## src/rtl/seg7_scan_ctrl.sv

```systemverilog
// Multiplexed 7-segment scan controller: blank-then-show slots per digit, with a
// double-buffered frame that only swaps in at the frame boundary so the display never tears.
module seg7_scan_ctrl #(
    parameter int NUM_DIGITS   = 4,
    parameter int PRESCALE     = 1000,
    parameter int BLANK_CYCLES = 16
) (
    input  logic                    clk,
    input  logic                    rst_n,
    input  logic                    ena,
    input  logic                    load_valid,
    output logic                    load_ready,
    input  logic [4*NUM_DIGITS-1:0] load_data,
    input  logic [NUM_DIGITS-1:0]   load_dp,
    output logic [6:0]              seg,
    output logic                    dp,
    output logic [NUM_DIGITS-1:0]   dig_en,
    output logic                    frame_done
);
    localparam int CNT_W = $clog2(PRESCALE);
    localparam int IDX_W = $clog2(NUM_DIGITS);
    localparam logic [CNT_W-1:0] BLANK_LAST = CNT_W'(BLANK_CYCLES - 1);
    localparam logic [CNT_W-1:0] SHOW_LAST  = CNT_W'(PRESCALE - BLANK_CYCLES - 1);
    localparam logic [IDX_W-1:0] IDX_LAST   = IDX_W'(NUM_DIGITS - 1);

    typedef enum logic [1:0] {IDLE, BLANK, SHOW} state_t;

    function automatic logic [6:0] hex_decode(input logic [3:0] nib);
        logic [6:0] s;
        case (nib)
            4'h0: s = 7'h3F;  4'h1: s = 7'h06;  4'h2: s = 7'h5B;  4'h3: s = 7'h4F;
            4'h4: s = 7'h66;  4'h5: s = 7'h6D;  4'h6: s = 7'h7D;  4'h7: s = 7'h07;
            4'h8: s = 7'h7F;  4'h9: s = 7'h6F;  4'hA: s = 7'h77;  4'hB: s = 7'h7C;
            4'hC: s = 7'h39;  4'hD: s = 7'h5E;  4'hE: s = 7'h79;  default: s = 7'h71;
        endcase
        return s;
    endfunction

    state_t                    state_q, state_d;
    logic [IDX_W-1:0]          idx_q, idx_d;
    logic [CNT_W-1:0]          cnt_q, cnt_d;
    logic [4*NUM_DIGITS-1:0]   display_q, display_d, pending_q, pending_d;
    logic [NUM_DIGITS-1:0]     display_dp_q, display_dp_d, pending_dp_q, pending_dp_d;
    logic                      pending_valid_q, pending_valid_d;
    logic [6:0]                seg_q, seg_d;
    logic                      dp_q, dp_d;
    logic [NUM_DIGITS-1:0]     dig_en_q, dig_en_d;
    logic                      frame_done_q, frame_done_d;
    logic                      wrap, accept, commit, show, dp_sel;
    logic [3:0]                nib;

    always_comb begin
        state_d = state_q;
        idx_d   = idx_q;
        cnt_d   = cnt_q;
        wrap    = 1'b0;
        if (!ena) begin
            state_d = IDLE;
            idx_d   = '0;
            cnt_d   = '0;
        end else begin
            case (state_q)
                IDLE: begin
                    state_d = BLANK;
                    idx_d   = '0;
                    cnt_d   = '0;
                end
                BLANK: begin
                    if (cnt_q == BLANK_LAST) begin
                        state_d = SHOW;
                        cnt_d   = '0;
                    end else begin
                        cnt_d = cnt_q + CNT_W'(1);
                    end
                end
                SHOW: begin
                    if (cnt_q == SHOW_LAST) begin
                        state_d = BLANK;
                        cnt_d   = '0;
                        if (idx_q == IDX_LAST) begin
                            idx_d = '0;
                            wrap  = 1'b1;
                        end else begin
                            idx_d = idx_q + IDX_W'(1);
                        end
                    end else begin
                        cnt_d = cnt_q + CNT_W'(1);
                    end
                end
                default: state_d = IDLE;
            endcase
        end
    end

    // Commit and accept never collide: accept needs an empty pending buffer,
    // in which case the commit has nothing to move.
    always_comb begin
        accept          = load_valid & ~pending_valid_q;
        commit          = wrap & pending_valid_q;
        display_d       = commit ? pending_q : display_q;
        display_dp_d    = commit ? pending_dp_q : display_dp_q;
        pending_d       = accept ? load_data : pending_q;
        pending_dp_d    = accept ? load_dp : pending_dp_q;
        pending_valid_d = accept ? 1'b1 : (commit ? 1'b0 : pending_valid_q);
    end

    // Outputs follow the current state, so they lag the state register by one edge.
    always_comb begin
        nib      = '0;
        dp_sel   = 1'b0;
        dig_en_d = '0;
        show     = (state_q == SHOW);
        for (int k = 0; k < NUM_DIGITS; k++) begin
            if (idx_q == IDX_W'(k)) begin
                nib         = display_q[4*k +: 4];
                dp_sel      = display_dp_q[k];
                dig_en_d[k] = show;
            end
        end
        seg_d        = show ? hex_decode(nib) : 7'h00;
        dp_d         = show & dp_sel;
        frame_done_d = wrap;
    end

    always_ff @(posedge clk or negedge rst_n) begin
        if (!rst_n) begin
            state_q         <= IDLE;
            idx_q           <= '0;
            cnt_q           <= '0;
            display_q       <= '0;
            display_dp_q    <= '0;
            pending_q       <= '0;
            pending_dp_q    <= '0;
            pending_valid_q <= 1'b0;
            seg_q           <= '0;
            dp_q            <= 1'b0;
            dig_en_q        <= '0;
            frame_done_q    <= 1'b0;
        end else begin
            state_q         <= state_d;
            idx_q           <= idx_d;
            cnt_q           <= cnt_d;
            display_q       <= display_d;
            display_dp_q    <= display_dp_d;
            pending_q       <= pending_d;
            pending_dp_q    <= pending_dp_d;
            pending_valid_q <= pending_valid_d;
            seg_q           <= seg_d;
            dp_q            <= dp_d;
            dig_en_q        <= dig_en_d;
            frame_done_q    <= frame_done_d;
        end
    end

    assign load_ready = ~pending_valid_q;
    assign seg        = seg_q;
    assign dp         = dp_q;
    assign dig_en     = dig_en_q;
    assign frame_done = frame_done_q;

endmodule

```

## config.mk

```make
export PLATFORM = sky130hd
export DESIGN_NAME = seg7_scan_ctrl
export DESIGN_NICKNAME = d
export VERILOG_FILES = /design/src/rtl/seg7_scan_ctrl.sv
export SDC_FILE = /design/constraint.sdc
export NUM_CORES = 1
export LEC_CHECK = 0
export ABC_AREA = 1
export CAP_MARGIN = 20
export CORE_AREA = 2 2 81 83
export DETAILED_ROUTE_END_ITERATION = 8
export DIE_AREA = 0 0 83 85
export PLACE_DENSITY = 0.77
export SLEW_MARGIN = 20
export SYNTH_ARGS = -nofsm -noshare
export SYNTH_HDL_FRONTEND = slang
export SYNTH_SLANG_ARGS = --single-unit
```

## constraint.sdc

```tcl
create_clock -name clk -period 2.7 [get_ports clk]
set_input_delay 0.405 -clock clk [delete_from_list [all_inputs] [get_ports clk]]
set_output_delay 0.405 -clock clk [all_outputs]
set_load 0.02 [all_outputs]
```

==> metrics <==
H-tree levels 3; Min-Delay Path Class input pin to asynchronous set/reset pin; most numerous cell in the Yosys netlist nand2_1; antenna viol nets, final 0; core area 6200 um2; Worst R2R End seg[1]; Post-Layout Cell Count 493; Die ar. 7060 um2; cell area after synthesis 3330 um2; I/O Pins 38; cts repair resizes 0; FMAX 422 MHz; Wirelength per Cell 12.9 um; crit path DAT 2.59 ns; area post-placement 3770 um2; post-synthesis cell type count 29; Seq/Total Area, Yosys 51.1%; Setup Skew 0.00772 ns; Num CTS Buffers 9; Final HPWL DP 4770 um; Area Growth Syn to Fin 19.2%; setup bufs post-CTS 0; net count after synthesis 406; top cell type's share of synthesized area 51.1%; largest cells by area after synthesis dfrtp_1 51%, nand2_1 11%, mux2_2 6.8%; Die X 83 um; pwr dens 634 nW/um2; Hold Buf Count CTS 0; critical path class register to register; latest clock arrival within the worst-skew pair 0.34 ns; Die Ht 85 um; min Tclk post-route 2.37 ns; ant diodes 0; CP Capture Point seg[1]; reg-to-reg slack, setup 0.33 ns; syn avg cell area 9.08 um2; Port Buffers 37; Reg-to-Reg Start idx_q[0]; final instance area 3970 um2; top_reg_cell synth dfrtp_1; placed cell count 478; initial DRC count 139; CTS tree yes; layout cells sized above 1 12.7%; Final Setup Violations 0; Max VDD drop 0.549 mV; Critical Path Start Type register; period utilization 87.8%; FF+latch count, synth 68; CTS sink cnt 68; Hold Vio Cnt, Final 0; CP startpoint idx_q[0]; Slew HR 62.3%; GRT overflow 0; vias in the first global route 2,471; Final nets 451; Max Cap Viol 0; clk slew on worst S/H paths 0.08 ns; status finished clean; final slew viol count 0; initial antenna violation count 0; Crit. End Element register; # rows 29; Setup TNS 0 ns; maximum root-to-sink buffer count 2; share of flip-flops with an asynchronous set or reset 100%; YS warnings 0; path depth of the worst reg2reg path 10; largest net degree at the start of global routing 27; DR pass1 iterations 5; post-route DRC violation count 0; unrepaired setup endpoints after global routing false; vias 2,550; top cells by count, synth 102 x nand2_1, 68 x dfrtp_1, 37 x nand3_1; vias per cell 5.17; total global routing track utilization 19.5%; Leak 2.04 nW; routed wire length 6340 um; initial core utilization 53.7%; RePlAce Congestion 0.874; first-pass GRT wire length 11,000 um; hold_ws 0.0523 ns; crit-path max FO 6; Yosys top cell by area dfrtp_1; Worst-Margin Slew 0.566 ns; cell count after synthesis 367; clock root buffer clkbuf_8; Post-synth EDFFs 0; Worst EP required 2.92 ns
-- how the worst min path moves through the flow --
stage	start	endpoint	slack (ns)	depth (start not counted)
finish	rst_n	display_dp_q[3]	0.05	1
global route	rst_n	display_dp_q[3]	0.1	1
CTS	rst_n	display_dp_q[3]	0.06	1
detailed placement	rst_n	cnt_q[4]	0.43	1
global placement	rst_n	cnt_q[4]	0.43	1
floorplan	rst_n	cnt_q[0]	0.11	0
-- kinds of logic after synthesis --
group	Yosys count	synth area share, %
and+or+nand+nor	177	22.9
adders and majority gates	15	5.63
buffers and inverters	44	6.23
DFF	68	51.1
AOI/OAI and AO/OA	39	6.31
xor gates and xnor gates	4	1.05
muxes	20	6.76
-- worst max-delay path: stages, from the launching register on --
cell	delay [ns]
dfrtp_1	0.42
inv_1	0.11
ha_1	0.27
inv_1	0.14
nor2_1	0.11
nor2_1	0.05
a21oi_1	0.42
inv_1	0.16
ha_1	0.32
o21ai_0	0.16
a21oi_1	0.10
-- final cells by class --
type / instances / area [um2]
fillers: 511 / 2230
flip-flops and latches: 68 / 1700
multi-input cells: 255 / 1420
repair buffers: 45 / 425
clock buffers: 10 / 138
inverters: 33 / 124
well taps: 77 / 96.3
clock inverters: 5 / 62.6
-- power breakdown --
part,internal (W),total [W],switching (W)
Clock,0.000449,0.000842,0.000393
Sequential,0.00110,0.00116,0.0000537
Combinational,0.000206,0.000521,0.000316
Total,0.00176,0.00252,0.000763
-- flip-flops by register name, summed over array words and instances (netlist names) --
| name | cells |
|---|---|
| display_q | 16 |
| pending_q | 16 |
| cnt_q | 10 |
| seg | 7 |
| dig_en | 4 |
| display_dp_q | 4 |
| pending_dp_q | 4 |
| idx_q | 2 |
| state_q | 2 |
| dp | 1 |
| frame_done | 1 |
| pending_valid_q | 1 |
-- through the flow --
| stage | setup slack [ns] | utilization, % | total power, W |
|---|---|---|---|
| 4_1_cts | 0.375 | 64.0 | 0.00254 |
| 2_1_floorplan | 0.675 | - | 0.00148 |
| 5_1_grt | 0.0734 | 64.0 | 0.00267 |
| 6_report | 0.330 | 64.0 | 0.00252 |
| 3_5_place_dp | 0.426 | 60.8 | 0.00170 |
| 3_3_place_gp | 0.521 | 60.8 | 0.00168 |
-- layer usage --
metal	global-route usage (%)	wire (um)	vias up	part of all wire (%)
met5	0	0	-	0
met4	9.99	165	0	2.6
met3	3.40	304	15	4.8
met2	32.5	2970	80	47
met1	24.6	2900	1175	46
li1	-	-	1280	-
-- cells in the final DEF, fill, tap and decap left out, types with 4 or more instances in the layout --
cell type,instances
nor2_1,26
clkbuf_8,10
nand3_1,37
a21oi_1,18
nand2_1,102
dfrtp_1,68
nand4_1,4
buf_4,8
mux2_2,20
clkdlybuf4s50_1,36
o21ai_0,15
inv_1,30
xor2_1,4
ha_1,15
(Power assumes the default switching activity.)
